[src/rtl/conv_out_requant_if.sv]
// Stream and configuration bundle for conv_out_requant: config handshake,
// wide accumulator input stream and narrow tagged output stream.
interface conv_out_requant_if #(
  parameter int ACCW = 40,
  parameter int OW   = 16,
  parameter int MAXK = 5
);
  localparam int SHW = $clog2(ACCW);
  localparam int KW  = $clog2(MAXK + 1);

  logic [KW-1:0]   CFG_K;
  logic [SHW-1:0]  CFG_SHIFT;
  logic            CFG_VALID;
  logic            CFG_READY;
  logic            CFG_ERR;
  logic [ACCW-1:0] IN_TDATA;
  logic            IN_TVALID;
  logic            IN_TREADY;
  logic [OW-1:0]   OUT_TDATA;
  logic            OUT_TVALID;
  logic            OUT_TREADY;
  logic            OUT_TLAST;
  logic            OUT_TUSER;

  modport master (
    output CFG_K, CFG_SHIFT, CFG_VALID, IN_TDATA, IN_TVALID, OUT_TREADY,
    input  CFG_READY, CFG_ERR, IN_TREADY, OUT_TDATA, OUT_TVALID, OUT_TLAST, OUT_TUSER
  );

  modport slave (
    input  CFG_K, CFG_SHIFT, CFG_VALID, IN_TDATA, IN_TVALID, OUT_TREADY,
    output CFG_READY, CFG_ERR, IN_TREADY, OUT_TDATA, OUT_TVALID, OUT_TLAST, OUT_TUSER
  );
endinterface

[src/rtl/conv_out_requant.sv]
// Requantiser behind the conv core: rounding shift, saturation, row/frame tagging.
// Optional macro CONV_OUT_RELU_EN clamps negative results to zero before saturation.
module conv_out_requant #(
  parameter int R    = 8,
  parameter int C    = 8,
  parameter int MAXK = 5,
  parameter int ACCW = 40,
  parameter int OW   = 16
) (
  input logic clk,
  input logic reset,
  conv_out_requant_if.slave bus
);
  localparam int SHW   = $clog2(ACCW);
  localparam int KW    = $clog2(MAXK + 1);
  localparam int TW    = ACCW + 1;
  localparam int RW    = $clog2(R + 1);
  localparam int CW    = $clog2(C + 1);
  localparam int MINRC = (R < C) ? R : C;
  localparam logic signed [TW-1:0] SAT_MAX = {{(TW-OW+1){1'b0}}, {(OW-1){1'b1}}};
  localparam logic signed [TW-1:0] SAT_MIN = {{(TW-OW+1){1'b1}}, {(OW-1){1'b0}}};

  typedef enum logic [1:0] {IDLE, RUN, DRAIN} state_t;

  state_t               state_reg;
  logic [KW-1:0]        k_reg;
  logic [SHW-1:0]       shift_reg;
  logic [RW-1:0]        row_reg;
  logic [CW-1:0]        col_reg;
  logic                 cfg_err_reg;
  logic                 s1_valid_reg, s1_last_reg, s1_user_reg;
  logic signed [TW-1:0] s1_t_reg;
  logic                 s2_valid_reg, s2_last_reg, s2_user_reg;
  logic [OW-1:0]        s2_data_reg;

  logic                 s2_adv, s1_adv, in_fire, out_fire, k_legal;
  logic                 at_col_last, at_row_last;
  logic [CW-1:0]        col_last;
  logic [RW-1:0]        row_last;
  logic signed [TW-1:0] in_ext, half, rounded;
  logic [OW-1:0]        sat;

  assign s2_adv   = !s2_valid_reg || bus.OUT_TREADY;
  assign s1_adv   = !s1_valid_reg || s2_adv;
  assign in_fire  = bus.IN_TREADY && bus.IN_TVALID;
  assign out_fire = s2_valid_reg && bus.OUT_TREADY;
  assign k_legal  = (bus.CFG_K != '0) && (int'(bus.CFG_K) <= MAXK) && (int'(bus.CFG_K) <= MINRC);

  // Last column/row indices of the (R-K+1) x (C-K+1) output frame.
  assign col_last    = CW'(C) - CW'(k_reg);
  assign row_last    = RW'(R) - RW'(k_reg);
  assign at_col_last = (col_reg == col_last);
  assign at_row_last = (row_reg == row_last);

  // One extra bit of headroom so adding the rounding half never wraps.
  assign in_ext  = {bus.IN_TDATA[ACCW-1], bus.IN_TDATA};
  assign half    = (shift_reg == '0) ? '0 : (TW'(1) << (shift_reg - SHW'(1)));
  assign rounded = (in_ext + half) >>> shift_reg;

  always_comb begin
    sat = s1_t_reg[OW-1:0];
`ifdef CONV_OUT_RELU_EN
    if (s1_t_reg[TW-1])
      sat = '0;
    else if (s1_t_reg > SAT_MAX)
      sat = SAT_MAX[OW-1:0];
`else
    if (s1_t_reg > SAT_MAX)
      sat = SAT_MAX[OW-1:0];
    else if (s1_t_reg < SAT_MIN)
      sat = SAT_MIN[OW-1:0];
`endif
  end

  always_ff @(posedge clk) begin
    if (reset) begin
      state_reg    <= IDLE;
      k_reg        <= '0;
      shift_reg    <= '0;
      row_reg      <= '0;
      col_reg      <= '0;
      cfg_err_reg  <= 1'b0;
      s1_valid_reg <= 1'b0;
      s1_last_reg  <= 1'b0;
      s1_user_reg  <= 1'b0;
      s1_t_reg     <= '0;
      s2_valid_reg <= 1'b0;
      s2_last_reg  <= 1'b0;
      s2_user_reg  <= 1'b0;
      s2_data_reg  <= '0;
    end else begin
      cfg_err_reg <= 1'b0;
      case (state_reg)
        IDLE: begin
          if (bus.CFG_VALID) begin
            k_reg     <= bus.CFG_K;
            shift_reg <= bus.CFG_SHIFT;
            row_reg   <= '0;
            col_reg   <= '0;
            if (k_legal)
              state_reg <= RUN;
            else
              cfg_err_reg <= 1'b1;
          end
        end
        RUN: begin
          if (in_fire) begin
            if (at_col_last) begin
              col_reg <= '0;
              row_reg <= row_reg + RW'(1);
              if (at_row_last)
                state_reg <= DRAIN;
            end else begin
              col_reg <= col_reg + CW'(1);
            end
          end
        end
        DRAIN: begin
          if (out_fire && s2_user_reg)
            state_reg <= IDLE;
        end
        default: state_reg <= IDLE;
      endcase

      if (s1_adv) begin
        s1_valid_reg <= in_fire;
        if (in_fire) begin
          s1_t_reg    <= rounded;
          s1_last_reg <= at_col_last;
          s1_user_reg <= at_col_last && at_row_last;
        end
      end

      if (s2_adv) begin
        s2_valid_reg <= s1_valid_reg;
        if (s1_valid_reg) begin
          s2_data_reg <= sat;
          s2_last_reg <= s1_last_reg;
          s2_user_reg <= s1_user_reg;
        end
      end
    end
  end

  assign bus.CFG_READY  = (state_reg == IDLE);
  assign bus.CFG_ERR    = cfg_err_reg;
  assign bus.IN_TREADY  = (state_reg == RUN) && s1_adv;
  assign bus.OUT_TVALID = s2_valid_reg;
  assign bus.OUT_TDATA  = s2_data_reg;
  assign bus.OUT_TLAST  = s2_last_reg;
  assign bus.OUT_TUSER  = s2_user_reg;
endmodule

[src/flat_wrapper.sv]
// flat-port wrapper written by rule: the top's interface ports become plain ports
module conv_out_requant_flat 
#(
  parameter int R    = 8,
  parameter int C    = 8,
  parameter int MAXK = 5,
  parameter int ACCW = 40,
  parameter int OW   = 16
)
  (clk, reset, bus_CFG_K, bus_CFG_SHIFT, bus_CFG_VALID, bus_IN_TDATA, bus_IN_TVALID, bus_OUT_TREADY, bus_CFG_READY, bus_CFG_ERR, bus_IN_TREADY, bus_OUT_TDATA, bus_OUT_TVALID, bus_OUT_TLAST, bus_OUT_TUSER);
  conv_out_requant_if #(.ACCW(ACCW), .OW(OW), .MAXK(MAXK)) bus_i ();
  input logic clk;
  input logic reset;
  input wire logic [$bits(bus_i.CFG_K)-1:0] bus_CFG_K;
  input wire logic [$bits(bus_i.CFG_SHIFT)-1:0] bus_CFG_SHIFT;
  input wire logic [$bits(bus_i.CFG_VALID)-1:0] bus_CFG_VALID;
  input wire logic [$bits(bus_i.IN_TDATA)-1:0] bus_IN_TDATA;
  input wire logic [$bits(bus_i.IN_TVALID)-1:0] bus_IN_TVALID;
  input wire logic [$bits(bus_i.OUT_TREADY)-1:0] bus_OUT_TREADY;
  output wire logic [$bits(bus_i.CFG_READY)-1:0] bus_CFG_READY;
  output wire logic [$bits(bus_i.CFG_ERR)-1:0] bus_CFG_ERR;
  output wire logic [$bits(bus_i.IN_TREADY)-1:0] bus_IN_TREADY;
  output wire logic [$bits(bus_i.OUT_TDATA)-1:0] bus_OUT_TDATA;
  output wire logic [$bits(bus_i.OUT_TVALID)-1:0] bus_OUT_TVALID;
  output wire logic [$bits(bus_i.OUT_TLAST)-1:0] bus_OUT_TLAST;
  output wire logic [$bits(bus_i.OUT_TUSER)-1:0] bus_OUT_TUSER;
  assign bus_i.CFG_K = bus_CFG_K;
  assign bus_i.CFG_SHIFT = bus_CFG_SHIFT;
  assign bus_i.CFG_VALID = bus_CFG_VALID;
  assign bus_i.IN_TDATA = bus_IN_TDATA;
  assign bus_i.IN_TVALID = bus_IN_TVALID;
  assign bus_i.OUT_TREADY = bus_OUT_TREADY;
  assign bus_CFG_READY = bus_i.CFG_READY;
  assign bus_CFG_ERR = bus_i.CFG_ERR;
  assign bus_IN_TREADY = bus_i.IN_TREADY;
  assign bus_OUT_TDATA = bus_i.OUT_TDATA;
  assign bus_OUT_TVALID = bus_i.OUT_TVALID;
  assign bus_OUT_TLAST = bus_i.OUT_TLAST;
  assign bus_OUT_TUSER = bus_i.OUT_TUSER;
  conv_out_requant #(.R(R), .C(C), .MAXK(MAXK), .ACCW(ACCW), .OW(OW)) u_core (.clk(clk), .reset(reset), .bus(bus_i));
endmodule
[config.mk]
export PLATFORM = sky130hd
export DESIGN_NAME = conv_out_requant_flat
export DESIGN_NICKNAME = d
export VERILOG_FILES = /design/src/rtl/conv_out_requant_if.sv /design/src/rtl/conv_out_requant.sv /design/src/flat_wrapper.sv
export SDC_FILE = /design/constraint.sdc
export NUM_CORES = 1
export LEC_CHECK = 0
export ABC_CLOCK_PERIOD_IN_PS = 5700
export CAP_MARGIN = 20
export CORE_ASPECT_RATIO = 1.25
export CORE_MARGIN = 3
export CORE_UTILIZATION = 35
export CTS_BUF_LIST = sky130_fd_sc_hd__clkbuf_8 sky130_fd_sc_hd__clkbuf_16
export CTS_CLUSTER_DIAMETER = 50
export CTS_CLUSTER_SIZE = 40
export DETAILED_ROUTE_END_ITERATION = 10
export PLACE_DENSITY_LB_ADDON = 0.2
export SLEW_MARGIN = 40
export SYNTH_ARGS = -nofsm -noshare
export SYNTH_HDL_FRONTEND = slang
export SYNTH_SLANG_ARGS = --single-unit
[constraint.sdc]
create_clock -name clk -period 5.7 [get_ports clk]
set_input_delay 1.14 -clock clk [delete_from_list [all_inputs] [get_ports clk]]
set_output_delay 1.14 -clock clk [all_outputs]
set_load 0.005 [all_outputs]
# Word-level counts from Yosys, hierarchy flattened
# Index checks and enable logic that the tools add are counted.
[word_totals] ff_bits=83 input_bits=54 word_cells=75 out_inout_bits=22
[classes] shift=2 n_eq_ne=10 mux=18 magnitude_cmp=3 reduce_logical=21 n_bitwise=2 add_sub_neg=5
[ops] op="40-bit by 41-bit adder with 41-bit output" n=1
[ops] op="41-bit by 16-bit greater-than comparator with 1-bit output, second input constant" n=1
[ops] op="41-bit by 16-bit < comparator with 1-bit output, second input constant" n=1
[ops] op="41-bit two-way mux" n=1
[ops] op="1-bit by 6-bit << shifter with 41-bit output, first input constant" n=1
[ops] op="41-bit by 6-bit >>> shifter with 41-bit output" n=1
[ops] op="16-bit two-way mux" n=2
[ops] op="4-bit two-way mux" n=5
[ops] op="4-bit one-hot mux with 2 select lines" n=2
[ops] op="2-bit two-way mux" n=6
[ops] op="2-bit by 1-bit != test with 1-bit output, second input constant" n=5
[ops] op="4-bit by 1-bit adder with 4-bit output, second input constant" n=2
[ops] op="4-bit equality test" n=2
[ops] op="1-bit logical AND" n=6
[ops] op="6-bit logical NOT" n=1
[ops] op="2-bit one-hot mux with 3 select lines" n=1
[ops] op="2-bit AND reduction" n=3
[ops] op="6-bit AND reduction" n=1
[ops] op="6-bit by 1-bit subtractor with 6-bit output, second input constant" n=1
[ops] op="4-bit AND reduction" n=1
[ops] op="4-bit by 3-bit subtractor with 4-bit output, first input constant" n=1
[ops] op="3-bit <= comparator, second input constant" n=1
[ops] op="3-bit AND reduction" n=1
[ops] op="3-bit nonzero test" n=1
[ops] op="10 further kinds" n=13

# Longest topological paths before layout
# Gate-level depths: netlist (run 1).
[logic_depth] depth_word=7 mapped_depth=21 mapped_depth_nobuf=16

# Least setup slack after synthesis (run 1)
# Ideal clock, no wire load.
[synth_timing] path_kind="flip-flop to flip-flop" from="register u_core.shift_reg[1]" to="register u_core.s1_t_reg[25]" stages_incl_launch_ff=19 synth_period_minus_slack_ns=4.986 path_slack_ns=0.714 arrival_ns=4.870 required_time_ns=5.584 setup_time_ns=0.116 cell_sequence="dfxtp_1 clkbuf_1 buf_2 clkbuf_1 clkbuf_1 buf_1 nand3_1 nor3_1 fa_1 a211oi_2 o21ai_1 nand3_1 a2111oi_1 a211oi_2 xnor2_1 mux2_2 mux2_2 mux4_2 a31o_1"
[synth_between] elab_chain_len=5 word_cells_on_any_way=6 classes_between="add/sub (2); shift (2); mux (1); reduce/logical (1)"
[synth_lines] element="start, declared" line="conv_out_requant.sv:27" source="logic [SHW-1:0] shift_reg;"
[synth_lines] element="start signal, assigned" line="conv_out_requant.sv:97" source="shift_reg <= bus.CFG_SHIFT;"
[synth_lines] element="6-bit by 1-bit subtractor with 6-bit output" line="conv_out_requant.sv:57" source="assign half = (shift_reg == '0) ? '0 : (TW'(1) << (shift_reg - SHW'(1)));"
[synth_lines] element="1-bit by 6-bit << shifter with 41-bit output" line="conv_out_requant.sv:57"
[synth_lines] element="41-bit two-way mux" line="conv_out_requant.sv:57"
[synth_lines] element="40-bit by 41-bit adder with 41-bit output" line="conv_out_requant.sv:58" source="assign rounded = (in_ext + half) >>> shift_reg;"
[synth_lines] element="41-bit by 6-bit >>> shifter with 41-bit output (*)" line="conv_out_requant.sv:58"
[synth_lines] element="end signal, assigned" line="conv_out_requant.sv:128" source="s1_t_reg <= rounded;"
[synth_lines] element="end, declared" line="conv_out_requant.sv:32" source="logic signed [TW-1:0] s1_t_reg;"
# Every way passes the cells marked *; elsewhere a longest branch is shown, timed or not.
# A chain may end at the register's enable or synchronous reset.

# Final worst setup path (run 1)
[layout_timing] from="register u_core.shift_reg[3]" to="register u_core.s1_t_reg[11]"
# The elaborated chain is that of the path after synthesis.

==> results.md, run 1 <==
- The total inserted antenna cells is 0.
- The net count of the mapped netlist is 1,575.
- The footprint of the flip-flops and latches is 1660 um2.
- After floorplanning, the core was sized to cover 28,700 um2.
- The multi-input combinational cells in the finished layout cover a total of 8030 um2.
- The number of instances in the placed design is 1,949.
- The register with the most flip-flops in the layout has 41 of them.
- The worst setup path is of the reg2reg kind.
- Once detail routing completed, the nets flagged for antenna violations numbered 0.
- The clock transition at the registers of the reported paths is 0.07 ns.
- Leaving out fill and tap cells, the most frequent cells in the layout are sky130_fd_sc_hd__nand2_1, sky130_fd_sc_hd__nor2_1, sky130_fd_sc_hd__o21ai_0, sky130_fd_sc_hd__a21oi_1, sky130_fd_sc_hd__buf_4.
- The flop and latch count out of synthesis is 83.
- Adding up every negative setup slack in the final design gives 0 ns.
- Synthesis instantiated 100 different standard cells from the library.
- The count of H-tree levels built during CTS is 3.
- Before CTS, the worst setup slack after placement is 0.231 ns.
- Dividing the detail-routed via count by the number of cells gives 6.45.
- The most frequent standard cell in the layout excluding fill and tap cells is sky130_fd_sc_hd__nand2_1.
- The layout has 3,083 filler cells.
- Setup repair after global routing left no endpoint under its margin.
- The final period demand of the worst path is 5.27 ns.
- The startpoint of the lowest-slack hold path is u_core.bus.OUT_TDATA[15].
- The number of max-slew violations in the final report is 0.
- The growth of design area from synthesis to finish is 19.2%.
- The endpoint type of the worst setup path is a register.
- In this run, synthesis inferred 0 flip-flops with an integrated enable.
- Power spread over the standard cell area amounts to 180 nW/um2.
- The worst setup path is launched from a register.
- The number of antenna violations at the first check in global routing was 0.
- Headroom to the max-slew limit came out at 45.1%.
- The post-synthesis instance area is 10,200 um2.
- The fraction of registers with async set or reset after synthesis is 0%.
- Data arrives at the worst endpoint at 5.50 ns.
- The final route contains 12,700 vias.
- The placer congestion estimate is 1.06.
- The post-route fraction of the period consumed by the critical path is 92.5%.
- The final routed DRC violation total is 0.
- The root buffer cell is sky130_fd_sc_hd__clkbuf_16.
- For this run, the leading register cell type out of synthesis is sky130_fd_sc_hd__dfxtp_1.
- The wire length of the first global-routing pass is 71,400 um.
- The post-layout utilization of the core is 42.6%.
- The half-perimeter wire length after placement is 36,700 um.
- The count of buffers from port buffering is 75.
- The startpoint of the worst register-to-register path is u_core.shift_reg[3].
- The vertical die dimension is 197 um.
- Global routing used 28.7% of the available tracks across all layers.
- The share of the yosys chip area belonging to registers is 16.2%.
- The die covers 31,400 um2.
- For this run, the number of standard cells in the final layout without fillers is 1,965.
- The horizontal die dimension is 159 um.
- The leakage power is 4.65 nW.
- IR analysis of the VDD net gives a maximum drop of 147 uV.
- The buffer count from post-CTS setup fixing is 0.
- The detailed-route wire length per cell is 23.8 um.
- The maximum count of clock buffers along a single path is 2.
- The area of placed instances is 11,900 um2.
- The clock tree from TritonCTS is built.
- The flow ran to the end, and the final reports show no timing, DRC or antenna violations.
- For this run, the number of Yosys warnings is 0.
- At the pin with the least slew margin, the transition time is 0.812 ns.
- The post-synthesis area per instance is 6.94 um2.
- The share of layout cells above drive strength 1 is 12.6%.
- The finished cells cover 12,200 um2.
- The global route total overflow is 0.
- The number of hold buffers added after cts is 0.
- The worst min-delay path category is reg2reg.
- The least setup slack across all paths after layout is 0.427 ns.
- The initialized floorplan defines 69 standard-cell rows.
- The I/O pin count is 76.
- The clock latency reported for the late side of the worst-skew pair is 0.34 ns.
- The count of final hold-check violations is 0.
- The worst-case clock skew is 0.0121 ns.
- The number of iterations in the first detailed-routing pass is 7.
- The count of instances resized after the clock tree is built is 0.
- The number of global-route vias before repair is 12,000.
- The number of buffers added by the clock tree synthesis step is 9.
- Setup violations remaining at the end of the flow were counted as 0.
- Tracing the worst setup path back leads to its startpoint at u_core.shift_reg[3].
- The CTS sink count is 83.
- The initial core utilization is 35.7%.
- After the last flow step, the layout net total stands at 1,668.
- The highest clock frequency the design can meet is 190 MHz.
- The maximum number of pins on one net before global-route repair is 52.
- The starting DRC count in detailed routing is 1,230.
- The post-synthesis cell count is 1,477.
- The data required time of the worst path is 5.93 ns.
- The tool flagged a number of max-cap violations equal to 0.
- For this block, the routed nets add up to 46,700 um of wire.
- The biggest fanout along the worst timing path is 12.
-- path summary, 6_finish.rpt --
path              depth (start not counted)  slack, ns                  endpoint
setup / recovery                         17       0.43       u_core.s1_t_reg[11]
hold / removal                            2       0.45  u_core.bus.OUT_TDATA[15]
setup reg to reg                         17       0.43       u_core.s1_t_reg[11]
hold reg to reg                           2       0.45  u_core.bus.OUT_TDATA[15]
-- where the power goes --
group	internal (mW)	total [mW]	switching [mW]	leakage (nW)
Combinational	0.325	0.878	0.553	3.81
Sequential	0.614	0.648	0.0339	0.677
Clock	0.411	0.671	0.260	0.167
Total	1.35	2.20	0.848	4.65
-- critical path, cell delays in order (launching register included) --
cell and delay (ns):
sky130_fd_sc_hd__dfxtp_1 0.55, sky130_fd_sc_hd__inv_1 0.29, sky130_fd_sc_hd__nor2_1 0.21, sky130_fd_sc_hd__nand2_1 0.24, sky130_fd_sc_hd__nor2_1 0.18, sky130_fd_sc_hd__ha_1 0.30
sky130_fd_sc_hd__buf_4 0.19, sky130_fd_sc_hd__a21oi_2 0.28, sky130_fd_sc_hd__o21ai_1 0.24, sky130_fd_sc_hd__a21o_1 0.27, sky130_fd_sc_hd__or4_1 0.56, sky130_fd_sc_hd__nand2_1 0.14
sky130_fd_sc_hd__o22ai_1 0.08, sky130_fd_sc_hd__a221oi_1 0.62, sky130_fd_sc_hd__mux2i_1 0.30, sky130_fd_sc_hd__a221oi_1 0.47, sky130_fd_sc_hd__buf_4 0.18, sky130_fd_sc_hd__a21oi_1 0.05
-- synthesized netlist by cell type (23+ instances only) --
master	n	area [um2]
sky130_fd_sc_hd__a21o_1	24	180
sky130_fd_sc_hd__a21oi_1	118	591
sky130_fd_sc_hd__a31oi_1	28	175
sky130_fd_sc_hd__clkbuf_1	58	218
sky130_fd_sc_hd__dfxtp_1	83	1660
sky130_fd_sc_hd__ha_1	43	538
sky130_fd_sc_hd__inv_1	31	116
sky130_fd_sc_hd__mux2i_1	28	280
sky130_fd_sc_hd__nand2_1	179	672
sky130_fd_sc_hd__nand3_1	49	245
sky130_fd_sc_hd__nand4_1	37	231
sky130_fd_sc_hd__nor2_1	150	563
sky130_fd_sc_hd__nor3_1	71	355
sky130_fd_sc_hd__o211ai_1	23	173
sky130_fd_sc_hd__o21ai_0	119	596
-- area by class of cell --
| type | count | area share, % |
|---|---|---|
| Inverter | 35 | 1.08 |
| Tap cell | 390 | 4.00 |
| Clock buffer | 11 | 2.07 |
| Sequential cell | 83 | 13.6 |
| Multi-Input combinational cell | 1258 | 65.8 |
| Clock inverter | 5 | 0.677 |
| Timing Repair Buffer | 183 | 12.8 |
-- stage by stage --
step	power (mW)	hold slack (ns)
6_report	2.20	0.451
2_1_floorplan	1.16	0.431
5_1_grt	2.29	0.481
3_3_place_gp	1.51	0.441
4_1_cts	2.18	0.456
3_5_place_dp	1.51	0.445
-- per-layer routing --
layer / up-vias / GRT usage (%) / wire length [um]
met2: 615 / 48.8 / 21800
met3: 162 / 2.94 / 2920
met4: 0 / 16.9 / 3120
li1: 5833 / - / -
met5: - / 0 / 0
met1: 6055 / 35.5 / 18800
-- logic make-up (layout without fill, tap and decap cells) --
logic type,after synthesis,count (layout),share of synthesized area [%]
buffers and inverters,136,234,5.55
and+or+nand+nor,590,590,27.4
muxes,51,51,6.84
DFF,83,83,16.2
adders and majority gates,44,44,5.45
xor gates and xnor gates,31,31,2.72
AOI/OAI and AO/OA,542,542,35.8
Note: power is estimated with default switching activity, not from simulation.
==> run 2, diff against run 1 <==
--- a/config.mk
+++ b/config.mk
@@ -7,7 +7,7 @@
 export LEC_CHECK = 0
 export ABC_CLOCK_PERIOD_IN_PS = 5700
 export CAP_MARGIN = 20
-export CORE_ASPECT_RATIO = 1.25
+export CORE_ASPECT_RATIO = 0.5
 export CORE_MARGIN = 3
 export CORE_UTILIZATION = 35
 export CTS_BUF_LIST = sky130_fd_sc_hd__clkbuf_8 sky130_fd_sc_hd__clkbuf_16
==> run 2 against run 1 <==
Maximum frequency shrank 4.5%. Largest cell class unchanged. Design area grew 2.7%. Clock-buffer cell count shrank 2. Largest power group unchanged. Final cell count grew 2.1%.
==> results.md, run 2 (synthesis results as in run 1) <==
- The number of cell rows is 43.
- The placer congestion estimate is 0.998.
- The worst-case clock skew is 0.0126 ns.
- Leaving out fill and tap cells, the most frequent cell in the layout is sky130_fd_sc_hd__nand2_1.
- Setup repair after global routing left no endpoint under its margin.
- The number of max-slew violations in the final report came to 0.
- In this run the worst hold path is classified as reg2reg.
- The clock transition at the registers of the reported paths is 0.07 ns.
- In this run the critical register-to-register path is launched from u_core.shift_reg[3].
- The register with the most flip-flops in the layout has 41 of them.
- No sink is reached through more buffers than the 2 on the longest clock path.
- The share of layout cells above drive strength 1 is 15.3%.
- The number of global-route vias before repair was 12,000.
- Across the VDD grid, the largest voltage drop is 114 uV.
- The power per cell area is 174 nW/um2.
- The final routed DRC violation total is 0.
- The total via count after detailed routing is 13,000.
- The buffer count from post-CTS setup fixing is 0.
- The largest incremental delay on the critical path is 0.64 ns.
- The critical path runs through a total of 14 cells.
- In this run the number of H-tree levels came out at 3.
- The maximum number of pins on one net before global-route repair is 37.
- The flow ran to the end, and the final reports show no timing, DRC or antenna violations.
- The total design power is 2.18 mW.
- For this configuration, the core starts out at a cell density of 36.3%.
- Buffers inserted to repair hold after CTS numbered 0.
- The area growth from synthesis to layout is 22.4%.
- 76 I/O pins were placed.
- The global routing usage summed across all routing layers is 31.4%.
- After the first detailed-routing iteration, the DRC count stood at 1,550.
- The horizontal die dimension is 248 um.
- The library cells used most frequently in the layout, excluding fill and tap cells, are sky130_fd_sc_hd__nand2_1, sky130_fd_sc_hd__buf_4, sky130_fd_sc_hd__nor2_1, sky130_fd_sc_hd__o21ai_0, sky130_fd_sc_hd__a21oi_1.
- For this run, the post-layout net count is 1,717.
- The number of antenna violations at the first check in global routing was 0.
- The number of iterations in the first detailed-routing pass is 8.
- The total buffers and inverters traversed by the critical path is 1.
- In this run, post-CTS repair resized a total of 0 instances.
- The worst-case setup slack after placement is 0.230 ns.
- The signal on the critical path passes through buf_4 > nand2_1 > nor3_1 > ha_1 > nand4_1 > or2_1 > o31a_1 > a31o_2 > a31oi_1 > nor3_2 > nor2_1 > o21ai_1 > a2111oi_1 > a21oi_1.
- The die is 127 um tall.
- For flop-to-flop paths, the worst setup slack is 0.18 ns.
- Using the TritonRoute via totals, the vias-per-cell ratio works out to 6.47.
- Along the worst hold path, the cell count comes to 2.
- At the pin with the least slew margin, the transition time is 0.910 ns.
- The post-route fraction of the period consumed by the critical path is 96.9%.
- The worst hold path endpoint is u_core.bus.OUT_TDATA[11].
- The least setup slack across all paths after layout is 0.176 ns.
- TritonCTS built the clock tree.
- The kind of cell with the highest combined delay along the critical path is compound AO/OA/AOI/OAI gates.
- By startpoint and endpoint, the worst setup path is classified as reg2reg.
- STA classifies the critical path startpoint as a register.
- The count of final hold-check violations was 0.
- Based on the critical path, the design can be clocked at up to 181 MHz.
- The area of the die is 31,500 um2.
- The clock period could shrink to 5.52 ns.
- The global route total overflow is 0.
- The CTS sink count is 83.
- The number of endpoints failing setup at the final stage is 0.
- The count of nets left with antenna violations once routing finished came out at 0.
- The fill cell instance count of the final layout is 2,980.
- The leakage power is 4.86 nW.
- The biggest fanout along the worst timing path is 16.
- After detailed routing, the average wire length per cell comes to 25.3 um.
- The count of buffers from port buffering is 75.
- The library cell contributing the largest single delay on the critical path is sky130_fd_sc_hd__a2111oi_1.
- The half-perimeter wire length after placement is 40,400 um.
- At the later pin of the worst-skew pair, clock insertion delay measures 0.35 ns.
- The wire length of the first global-routing pass is 75,800 um.
- The core area is 28,200 um2.
- The total of max-cap violations is 0.
- In this run the most critical hold path is launched from u_core.s1_t_reg[11].
- The worst reg2reg path endpoint is u_core.s1_t_reg[13].
- The endpoint type of the worst setup path is a register.
- The remaining max-slew budget at the tightest pin is 39.1%.
- The repair_antennas step left the layout with diodes totalling 0.
- The count of cells along the worst register-to-register path is 14.
- CTS placed an instance of sky130_fd_sc_hd__clkbuf_16 at the clock tree root.
- The data required time of the worst path is 5.89 ns.
- The number of buffers added by the clock tree synthesis step is 9.
- The critical path arrival is 5.71 ns.
- The final wirelength is 50,800 um.
-- run 2: worst max-delay path by stage --
stage                         from             endpoint  slack [ns]
2_1_floorplan  u_core.shift_reg[1]  u_core.s1_t_reg[25]        0.71
3_3_place_gp   u_core.shift_reg[3]  u_core.s1_t_reg[13]       -0.08
3_5_place_dp   u_core.shift_reg[3]  u_core.s1_t_reg[13]        0.23
4_1_cts        u_core.shift_reg[3]  u_core.s1_t_reg[13]        0.17
5_1_grt        u_core.shift_reg[0]  u_core.s1_t_reg[13]       0.005
6_report       u_core.shift_reg[3]  u_core.s1_t_reg[13]        0.18
-- run 2: where the power goes --
part	switching, mW	internal [mW]	leakage, nW
clock	0.258	0.339	0.151
combinational	0.585	0.351	4.03
sequential	0.0359	0.614	0.677
-- run 2: final cells by class --
cell class,count,area (um2),share of cell area [%]
well taps,382,478,3.81
clock inverters,7,70.1,0.559
multi-input cells,1258,8030,64.0
inverters,35,131,1.05
repair buffers,232,1940,15.5
clock buffers,9,225,1.80
flip-flops and latches,83,1670,13.3
-- run 2: worst reg2reg max path, cell delays in order, from the launching register on --
cell and delay, ns:
sky130_fd_sc_hd__dfxtp_2 0.55, sky130_fd_sc_hd__buf_4 0.29, sky130_fd_sc_hd__nand2_1 0.41, sky130_fd_sc_hd__nor3_1 0.46, sky130_fd_sc_hd__ha_1 0.52, sky130_fd_sc_hd__nand4_1 0.23, sky130_fd_sc_hd__or2_1 0.29, sky130_fd_sc_hd__o31a_1 0.33
sky130_fd_sc_hd__a31o_2 0.29, sky130_fd_sc_hd__a31oi_1 0.47, sky130_fd_sc_hd__nor3_2 0.15, sky130_fd_sc_hd__nor2_1 0.35, sky130_fd_sc_hd__o21ai_1 0.24, sky130_fd_sc_hd__a2111oi_1 0.64, sky130_fd_sc_hd__a21oi_1 0.15
-- run 2: through the flow --
step / setup TNS, ns / instance area [um2] / cells / utilization, % / hold WS, ns
2_1_floorplan: 0 / 10200 / 1477 / - / 0.431
3_3_place_gp: -0.0764 / 12200 / 1990 / 43.3 / 0.445
3_5_place_dp: 0 / 12200 / 1990 / 43.3 / 0.448
4_1_cts: 0 / 12500 / 2006 / 44.4 / 0.458
5_1_grt: 0 / 12500 / 2006 / 44.4 / 0.484
6_report: 0 / 12500 / 2006 / 44.4 / 0.454
-- run 2: layer usage --
| metal | vias up | share of wire [%] | global-route usage (%) |
|---|---|---|---|
| li1 | 5932 | - | - |
| met1 | 6272 | 48 | 48.6 |
| met2 | 712 | 40 | 44.2 |
| met3 | 61 | 10 | 6.29 |
| met4 | 0 | 1.7 | 6.30 |
| met5 | - | 0 | 0 |
==> run 3, diff against run 2 <==
--- a/config.mk
+++ b/config.mk
@@ -15,6 +15,7 @@
 export CTS_CLUSTER_SIZE = 40
 export DETAILED_ROUTE_END_ITERATION = 10
 export PLACE_DENSITY_LB_ADDON = 0.2
+export SETUP_SLACK_MARGIN = 0.5
 export SLEW_MARGIN = 40
 export SYNTH_ARGS = -nofsm -noshare
 export SYNTH_HDL_FRONTEND = slang
==> run 3 against run 2 <==
Setup slack improved by 0.37 ns. Sequential share of layout area down 0.070 points. First-iteration DRC count is 1.5% lower. Power rose by 0.12%. Routed wire length decreased by 0.30%. Combinational power hardly changed. Largest cell class unchanged. Largest power group unchanged. Highest routed layer unchanged.
==> results.md, run 3 (synthesis results as in run 1) <==
- The maximum number of pins on one net before global-route repair is 37.
- The source of the critical timing path is u_core.shift_reg[4].
- The cell sitting at the root of the clock tree is a sky130_fd_sc_hd__clkbuf_16.
- The number of endpoints failing setup at the final stage is 0.
- The highest clock frequency the design can meet is 194 MHz.
- The met2 track utilization from global routing is 44.0%.
- The met1 usage in global routing is 48.6%.
- For this design the total switching power over the nets is 0.880 mW.
- TritonCTS built the clock tree.
- In this run the worst setup path terminates at u_core.s1_t_reg[11].
- The number of global-route vias before repair is 12,000.
- Clock-pin slew was measured on the worst setup and hold paths at 0.06 ns.
- The first global-routing pass estimated 75,800 um of wire.
- Along the worst hold path, the cell count comes to 2.
- The worst reg2reg path endpoint is u_core.s1_t_reg[11].
- The reg2reg setup slack is 0.54 ns.
- For this design the top-level I/O count stands at 76.
- In this run, the number of DRC markers left after iteration 0 of detailed routing was 1,526.
- The die is 248 um wide.
- At the worst endpoint, the arrival time is 5.38 ns.
- The total inserted antenna cells is 0.
- The post-layout utilization of the core is 44.6%.
- STA classifies the critical path endpoint as a register.
- Of the total power, the share spent switching nets is 40.2%.
- Counting along the longest clock path gives a buffer depth of 2.
- Cell internal power was estimated by the tool at 1.31 mW.
- The CTS sink count is 83.
- The biggest fanout along the worst timing path is 9.
- For the finished layout, the period the worst path requires is 5.16 ns.
- The number of max-slew violations in the final report was 0.
- The area of the die is 31,500 um2.
- The kind of start point of the critical path is a register.
- Measured in cells, the most critical reg-to-reg path has a length of 18.
- On the worst path, the slowest cell contributes a delay of 0.58 ns.
- For this run, design rule violations remaining after detail routing come to 0.
- The post-route fraction of the period consumed by the critical path is 90.5%.
- The number of antenna violations at the first check in global routing was 0.
- The placer congestion estimate is 0.998.
- The tool flagged a number of max-cap violations equal to 0.
- The met3 track demand over resource in global routing is 6.12%.
- The startpoint of the worst register-to-register path is u_core.shift_reg[4].
- The worst hold slack is 0.454 ns.
- At the pin with the least slew margin, the transition time is 0.948 ns.
- The combinational share of power is 42.9%.
- In this run the worst hold path is classified as reg2reg.
- The floorplan has 43 rows.
- The post-route antenna net violation count is 0.
- Compared with the post-synthesis result, the final layout area differs by 23.1%.
- Setup repair after global routing could not meet its margin everywhere.
- In this run, flip-flops and latches consume 29.8% of the power.
- The share of layout cells above drive strength 1 is 16.3%.
- The H-tree was split into 3 levels.
- Data on the critical path is required at its endpoint by 5.93 ns.
- The routed layout has 12,900 vias.
- The global routing usage summed across all routing layers is 31.4%.
- The flow ran to the end, and the final reports show no timing, DRC or antenna violations.
- The routed design has 50,600 um of wire.
- The register with the most flip-flops in the layout has 41 of them.
- The power share of the clock group is 27.3%.
- The wire-length estimate of the detail-placed layout is 40,400 um.
- The net total in the final layout is 1,719.
- The library cells used most frequently in the layout, excluding fill and tap cells, are sky130_fd_sc_hd__nand2_1, sky130_fd_sc_hd__buf_4, sky130_fd_sc_hd__nor2_1, sky130_fd_sc_hd__o21ai_0, sky130_fd_sc_hd__a21oi_1.
- The clock arrives with 0.0143 ns of skew.
- The number of iterations in the first detailed-routing pass is 8.
- The slowest stage of the critical path belongs to the cell sky130_fd_sc_hd__or4b_4.
- The detailed-route wire length per cell is 25.2 um.
- The clock latency reported for the late side of the worst-skew pair is 0.35 ns.
- The number of buffers added by the clock tree synthesis step is 9.
- The signal on the critical path passes through clkinv_1 > buf_4 > nand2_1 > nor2_1 > nand2_1 > nor2_1 > ha_1 > nand2_1 > o21ai_1 > a211oi_2 > or4b_4 > and4_1 > o21a_1 > nor2_1 > o21ai_1 > a221oi_1 > buf_4 > a21oi_1.
- The power per cell area is 173 nW/um2.
- Measured along the y axis, the die boundary spans 127 um.
- Summed over all cells, the static leakage comes to 4.87 nW.
- Leaving out fill and tap cells, the most frequent cell in the layout is sky130_fd_sc_hd__nand2_1.
- The core area is 28,200 um2.
- After global routing, the most crowded layer is met1.
- The maximum resistive drop on vdd is 113 uV.
- Global routing finished with a remaining overflow of 0.
- Using the TritonRoute via totals, the vias-per-cell ratio works out to 6.43.
- Measured against its own limit, the worst slew margin works out to 36.5%.
- For this configuration, the core starts out at a cell density of 36.3%.
- The count of final hold-check violations is 0.
- The critical path is of the reg2reg type.
- The count of buffers from port buffering is 75.
## run 3: area by class of cell
cell class                 count  area [um2]
fill                        2979       15600
multi-input combinational   1258        8080
timing repair buffer         234        1960
sequential                    83        1670
tap                          382         478
clock buffer                   9         225
inverter                      35         131
clock inverter                 7        70.1
## run 3: worst max-delay path: cells and delay by family, from the launching register on
family,cells,cell delay (ns)
AOI/OAI and AO/OA,6,1.52
adders and majority gates,1,0.51
buffers and inverters,3,0.56
DFF,1,0.49
and+or+nand+nor,8,1.94
## run 3: metal layers
metal  vias up  part of all wire (%)
met5         -                     0
met4         0                   2.1
met3        81                    11
met2       733                    39
met1      6175                    48
li1       5932                     -
## run 3: power groups by stage
stage	clock, mW	sequential (mW)	combinational, mW
3_3_place_gp	0	0.661	0.897
5_1_grt	0.626	0.654	0.995
2_1_floorplan	0	0.643	0.520
6_report	0.597	0.650	0.939
3_5_place_dp	0	0.661	0.896
4_1_cts	0.606	0.648	0.902
## run 3: worst min-delay path by stage
stage	from	endpoint
floorplan	u_core.s1_t_reg[0]	u_core.bus.OUT_TDATA[0]
global placement	u_core.s1_user_reg	u_core.bus.OUT_TUSER
detailed placement	u_core.s1_user_reg	u_core.s1_user_reg
CTS	u_core.s1_user_reg	u_core.s1_user_reg
global route	u_core.s1_t_reg[11]	u_core.bus.OUT_TDATA[11]
finish	u_core.bus.OUT_TLAST	u_core.bus.OUT_TLAST
## run 3: what timing repair did
action	in CTS	in global routing
gates resized for setup	3	14
hold buffers	0	0
pin swaps	0	2
cloned	0	0
setup endpoints to repair	17	33
setup buffers	0	2
## run 3: through the flow
stage	setup TNS [ns]	cell area, um2	worst slack [ns]	std cells	power, mW
after floorplan	0	10200	0.714	1477	1.16
after global placement	-0.0764	12200	-0.0764	1990	1.56
after detailed placement	0	12200	0.230	1990	1.56
after CTS	0	12500	0.574	2006	2.16
after global routing	0	12600	0.430	2008	2.27
final	0	12600	0.543	2008	2.19
